$ cat src/rtl/mips_ctrl_pkg.sv
// Shared encodings for the multicycle MIPS main control FSM:
// opcodes, state numbers and datapath select values.
package mips_ctrl_pkg;

    localparam logic [5:0] OP_RTYPE = 6'b000000;
    localparam logic [5:0] OP_LW    = 6'b100011;
    localparam logic [5:0] OP_SW    = 6'b101011;
    localparam logic [5:0] OP_BEQ   = 6'b000100;
    localparam logic [5:0] OP_J     = 6'b000010;
    localparam logic [5:0] OP_ADDI  = 6'b001000;

    localparam logic [3:0] S_FETCH     = 4'd0;
    localparam logic [3:0] S_DECODE    = 4'd1;
    localparam logic [3:0] S_MEM_ADDR  = 4'd2;
    localparam logic [3:0] S_MEM_READ  = 4'd3;
    localparam logic [3:0] S_MEM_WB    = 4'd4;
    localparam logic [3:0] S_MEM_WRITE = 4'd5;
    localparam logic [3:0] S_EXECUTE   = 4'd6;
    localparam logic [3:0] S_R_DONE    = 4'd7;
    localparam logic [3:0] S_BRANCH    = 4'd8;
    localparam logic [3:0] S_JUMP      = 4'd9;
    localparam logic [3:0] S_ADDI_EXEC = 4'd10;
    localparam logic [3:0] S_ADDI_WB   = 4'd11;

    localparam logic [1:0] ALUOP_ADD   = 2'b00;
    localparam logic [1:0] ALUOP_SUB   = 2'b01;
    localparam logic [1:0] ALUOP_FUNCT = 2'b10;

    localparam logic [1:0] SRCB_B      = 2'b00;
    localparam logic [1:0] SRCB_FOUR   = 2'b01;
    localparam logic [1:0] SRCB_IMM    = 2'b10;
    localparam logic [1:0] SRCB_IMM_SH = 2'b11;

    localparam logic [1:0] PCSRC_ALU    = 2'b00;
    localparam logic [1:0] PCSRC_ALUOUT = 2'b01;
    localparam logic [1:0] PCSRC_JUMP   = 2'b10;

endpackage

$ cat src/rtl/multicycle_control.sv
// Multicycle MIPS main control FSM: one state register, all datapath
// selects and strobes decoded combinationally from state and mem_ready.
module multicycle_control
    import mips_ctrl_pkg::*;
#(
    parameter int OP_WIDTH    = 6,
    parameter bit MEM_WAIT_EN = 1'b1,
    parameter int STATE_WIDTH = 4
) (
    input  logic                   clk,
    input  logic                   reset,
    input  logic [OP_WIDTH-1:0]    op,
    input  logic                   mem_ready,
    output logic                   pc_write,
    output logic                   pc_write_cond,
    output logic                   i_or_d,
    output logic                   mem_read,
    output logic                   mem_write,
    output logic                   ir_write,
    output logic                   mem_to_reg,
    output logic                   reg_dst,
    output logic                   reg_write,
    output logic                   alu_src_a,
    output logic [1:0]             alu_src_b,
    output logic [1:0]             alu_op,
    output logic [1:0]             pc_source,
    output logic                   instr_done,
    output logic                   illegal_op,
    output logic [STATE_WIDTH-1:0] state_o
);

    logic [3:0] state_q, state_d;
    logic       ready;
    logic       is_rtype, is_lw, is_sw, is_beq, is_j, is_addi;

    assign ready    = MEM_WAIT_EN ? mem_ready : 1'b1;
    assign is_rtype = (op == OP_WIDTH'(OP_RTYPE));
    assign is_lw    = (op == OP_WIDTH'(OP_LW));
    assign is_sw    = (op == OP_WIDTH'(OP_SW));
    assign is_beq   = (op == OP_WIDTH'(OP_BEQ));
    assign is_j     = (op == OP_WIDTH'(OP_J));
    assign is_addi  = (op == OP_WIDTH'(OP_ADDI));

    always_ff @(posedge clk or posedge reset) begin
        if (reset) state_q <= S_FETCH;
        else       state_q <= state_d;
    end

    // Reset gates every output so no strobe can fire once reset is seen.
    always_comb begin
        state_d       = S_FETCH;
        pc_write      = 1'b0;
        pc_write_cond = 1'b0;
        i_or_d        = 1'b0;
        mem_read      = 1'b0;
        mem_write     = 1'b0;
        ir_write      = 1'b0;
        mem_to_reg    = 1'b0;
        reg_dst       = 1'b0;
        reg_write     = 1'b0;
        alu_src_a     = 1'b0;
        alu_src_b     = SRCB_B;
        alu_op        = ALUOP_ADD;
        pc_source     = PCSRC_ALU;
        instr_done    = 1'b0;
        illegal_op    = 1'b0;
        if (!reset) begin
            case (state_q)
                S_FETCH: begin
                    mem_read  = 1'b1;
                    alu_src_b = SRCB_FOUR;
                    ir_write  = ready;
                    pc_write  = ready;
                    state_d   = ready ? S_DECODE : S_FETCH;
                end
                S_DECODE: begin
                    alu_src_b = SRCB_IMM_SH;
                    if (is_lw || is_sw) state_d = S_MEM_ADDR;
                    else if (is_rtype)  state_d = S_EXECUTE;
                    else if (is_beq)    state_d = S_BRANCH;
                    else if (is_j)      state_d = S_JUMP;
                    else if (is_addi)   state_d = S_ADDI_EXEC;
                    else                illegal_op = 1'b1;
                end
                S_MEM_ADDR: begin
                    alu_src_a = 1'b1;
                    alu_src_b = SRCB_IMM;
                    if (is_lw)      state_d = S_MEM_READ;
                    else if (is_sw) state_d = S_MEM_WRITE;
                end
                S_MEM_READ: begin
                    mem_read = 1'b1;
                    i_or_d   = 1'b1;
                    state_d  = ready ? S_MEM_WB : S_MEM_READ;
                end
                S_MEM_WB: begin
                    reg_write  = 1'b1;
                    mem_to_reg = 1'b1;
                    instr_done = 1'b1;
                end
                S_MEM_WRITE: begin
                    mem_write  = 1'b1;
                    i_or_d     = 1'b1;
                    instr_done = ready;
                    state_d    = ready ? S_FETCH : S_MEM_WRITE;
                end
                S_EXECUTE: begin
                    alu_src_a = 1'b1;
                    alu_op    = ALUOP_FUNCT;
                    state_d   = S_R_DONE;
                end
                S_R_DONE: begin
                    reg_write  = 1'b1;
                    reg_dst    = 1'b1;
                    instr_done = 1'b1;
                end
                S_BRANCH: begin
                    alu_src_a     = 1'b1;
                    alu_op        = ALUOP_SUB;
                    pc_write_cond = 1'b1;
                    pc_source     = PCSRC_ALUOUT;
                    instr_done    = 1'b1;
                end
                S_JUMP: begin
                    pc_write   = 1'b1;
                    pc_source  = PCSRC_JUMP;
                    instr_done = 1'b1;
                end
                S_ADDI_EXEC: begin
                    alu_src_a = 1'b1;
                    alu_src_b = SRCB_IMM;
                    state_d   = S_ADDI_WB;
                end
                S_ADDI_WB: begin
                    reg_write  = 1'b1;
                    instr_done = 1'b1;
                end
                default: state_d = S_FETCH;
            endcase
        end
    end

    assign state_o = reset ? '0 : STATE_WIDTH'(state_q);

endmodule

$ cat config.mk
export PLATFORM = sky130hd
export DESIGN_NAME = multicycle_control
export DESIGN_NICKNAME = d
export VERILOG_FILES = /design/src/rtl/mips_ctrl_pkg.sv /design/src/rtl/multicycle_control.sv
export SDC_FILE = /design/constraint.sdc
export NUM_CORES = 1
export LEC_CHECK = 0
export CAP_MARGIN = 0
export CORE_MARGIN = 2
export CORE_UTILIZATION = 40
export DETAILED_ROUTE_END_ITERATION = 10
export PLACE_DENSITY = 0.79
export SYNTH_ARGS = -nofsm -noshare
export SYNTH_HDL_FRONTEND = slang
export SYNTH_SLANG_ARGS = --single-unit
$ cat constraint.sdc
create_clock -name clk -period 1.9 [get_ports clk]
set_clock_uncertainty 0.2 [all_clocks]
set_input_delay 0.38 -clock clk [delete_from_list [all_inputs] [get_ports clk]]
set_output_delay 0.38 -clock clk [all_outputs]
set_load 0.005 [all_outputs]
==> reports/qor.csv <==
metric,value,unit
iteration-0 DRC count of the detailed router,83,
RSZ-0062 raised after global routing,true,
Synth cell types,38,
Layout Nets,173,
dpl ws,-0.883,ns
Worst EP required,1.32,ns
Hold Path Class,in -> async,
most frequent cells in the layout,"buf_4 (33), buf_2 (14), buf_6 (9), dlygate4sd2_1 (8)",
sequential share of power,18.2,%
crit path launch type,flop,
first-pass GRT wire length,4.75,mm
clock sink total,4,
CP peak stage delay,0.45,ns
Area growth syn-to-layout,123,%
number of global-route vias before repair,1012,
core area,1510,um^2
"Avg Cell Area, Syn",6.80,um^2
clock latency on the worst-skew pair,0.26,ns
Reg2Reg Launch Point,state_q[2],
Crit path depth,4,
Via Count,1241,
Regs by FF count,state_q: 4 flops,
largest net degree at the start of global routing,13,
worst slew pin tran,0.370,ns
CTS buffer count,3,
drt total wl,4.38,mm
share of layout cells above drive strength 1,59.9,%
starting density of the core,42.9,%
final estimated routing congestion in global placement,0.814,
cell count after synthesis,95,
Final Cycle Share,122,%
PwrDens,371,nW/um^2
max reg flops,4,
maximum vdd drop,0.360,mV
Tmin final,2.31,ns
setup ws final,-0.409,ns
R2R Setup Slk,-0.21,ns
Via density,6.97,
IO Port Bufs,30,
Site Rows,14,
FMAX,0.433,GHz
worst reg2reg path depth,6,
"most common cell after layout, fill and taps aside",buf_4,
crit-path leading delay family,simple AND/OR/NAND/NOR gates,
relative max-transition margin,75.2,%
die area,1950,um^2
leakage power,0.000653,uW
status,finished with violations,
"Seq/Total Area, Yosys",15.5,%
Buf/Inv on CP,1,
initial antenna violation count,0,
#FFs+latches synth,4,
RR Endpoint,state_q[2],
combinational share of power,58.4,%
Pre-antenna DRT Iters,5,
Internal,316,uW
DP HPWL,1.79,mm
antenna cell count,0,
deepest clock path buffer count,2,
Worst Setup EP,pc_write,
Arrival @ worst endpoint,1.73,ns
Chip Width,44.2,um
mapped cell area,646,um^2
Syn Nets,104,
htree depth,1,
total track usage,32.9,%
Switch Pwr,217,uW
Antenna Nets Post-Route,0,
Fin. Hold Viols,0,
clock power share,23.5,%
Root Driver,clkbuf_4,
max_cap viols,0,
routed length per placed instance,24.6,um
Worst path slowest cell,dfrtp_2,
CTS tree,built,
crit path launch,state_q[2],
YS warnings,0,
setup TNS,-4.02,ns
Biggest register,state_q,
total gr overflow,0,
fin. max-slew vios,0,
Die Span Y,44.2,um
CP cell instances,or3b_4 > nor4_4 > or2_1 > buf_2,
failing checks,negative setup slack,
switching share of power,40.7,%
Top Ports,31,
clock edge transition at the registers on the reported setup and hold paths,0.05,ns
endpoints failing setup,20,
Min Hold Slack,0.0776,ns
Remaining DRCs,0,
crit path max fanout,4,
Setup CP Type,reg -> out,
CP Capture Type,output pin,
## worst min path at each step
stage	startpoint	end	slack, ns	depth (start not counted)
2_1_floorplan	reset	state_q[0]	-0.06	1
3_3_place_gp	state_q[2]	state_q[3]	0.49	2
3_5_place_dp	state_q[2]	state_q[3]	0.51	2
4_1_cts	reset	state_q[1]	0.04	3
5_1_grt	reset	state_q[0]	0.08	3
6_report	reset	state_q[0]	0.08	3
## cell type report
type / instances / area (um^2)
Fill cell: 41 / 68.8
Sequential cell: 4 / 103
Tap cell: 16 / 20.0
Multi-Input combinational cell: 76 / 646
Inverter: 4 / 18.8
Timing Repair Buffer: 75 / 628
Clock buffer: 3 / 22.5
## power by group through the flow
| stage | registers (uW) | clock network (uW) | logic [uW] |
|---|---|---|---|
| 6_report | 97.0 | 125 | 311 |
| 5_1_grt | 97.3 | 131 | 320 |
| 4_1_cts | 95.3 | 114 | 243 |
| 3_5_place_dp | 96.0 | 0 | 214 |
| 3_3_place_gp | 95.3 | 0 | 208 |
| 2_1_floorplan | 93.8 | 0 | 96.0 |
## through the flow
step,util (%),power (uW),area (um^2),std cells
global route,95.4,549,1440,178
CTS,87.0,452,1310,175
global placement,74.9,303,1130,158
detailed placement,74.9,310,1130,158
floorplan,-,190,649,95
finish,95.4,533,1440,178
## kinds of logic (layout without fill, tap and decap cells)
| kind of cell | Yosys count | in the layout | synth area share (%) |
|---|---|---|---|
| AO/OA/AOI/OAI | 25 | 25 | 25.6 |
| XOR/XNOR | 3 | 3 | 4.07 |
| buffers and inverters | 15 | 82 | 10.3 |
| AND/OR/NAND/NOR | 48 | 48 | 44.6 |
| flip-flops | 4 | 4 | 15.5 |
## worst min-delay path, cell delays in order
cell and delay (ns):
clkdlybuf4s15_2 0.22, clkinvlp_4 0.11, buf_4 0.16
## cell usage after synthesis
| cell | n | area (um^2) |
|---|---|---|
| nor3_1 | 9 | 45.0 |
| nand2_1 | 8 | 30.0 |
| nor2_1 | 8 | 30.0 |
| a21oi_1 | 7 | 35.0 |
| o21ai_0 | 7 | 35.0 |
| clkbuf_1 | 5 | 18.8 |
| dfrtp_1 | 4 | 100 |
| inv_1 | 4 | 15.0 |
| nor2b_1 | 4 | 25.0 |
| a31oi_1 | 3 | 18.8 |
| nor4_1 | 3 | 18.8 |
| buf_1 | 2 | 7.51 |
| buf_2 | 2 | 10.0 |
| buf_4 | 2 | 15.0 |
| nand2b_1 | 2 | 12.5 |
| nand3_1 | 2 | 10.0 |
| xnor2_1 | 2 | 17.5 |
| a2111oi_0 | 1 | 8.76 |
| a2111oi_2 | 1 | 15.0 |
| a2bb2oi_1 | 1 | 8.76 |
| a311o_1 | 1 | 10.0 |
| a32oi_1 | 1 | 8.76 |
| and3_1 | 1 | 6.26 |
| nand3b_1 | 1 | 7.51 |
| nand4b_1 | 1 | 8.76 |
| nor3b_1 | 1 | 7.51 |
| nor4b_1 | 1 | 8.76 |
| nor4b_4 | 1 | 23.8 |
| o2111a_1 | 1 | 11.3 |
| o21ai_1 | 1 | 5.00 |
| o22a_1 | 1 | 8.76 |
| or2_1 | 1 | 6.26 |
| or3_1 | 1 | 6.26 |
| or3b_1 | 1 | 8.76 |
| or3b_2 | 1 | 8.76 |
| or4b_1 | 1 | 10.0 |
| or4b_4 | 1 | 13.8 |
| xor2_1 | 1 | 8.76 |
## routing by layer
metal	track usage, %	part of all wire, %	vias to the layer above
met5	0	0	-
met4	9.09	10	0
met3	4.08	11	62
met2	61.5	45	142
met1	38.9	34	551
li1	-	-	486
## repair_timing
item | in CTS | in global routing
pin swaps | 17 | 16
setup buffers | 15 | 5
hold buffers | 0 | 0
setup endpoints to repair | 25 | 22
gates resized for setup | 105 | 26
endpoints found under the hold margin | 0 | 0
Note: power is estimated with default switching activity, not from simulation.
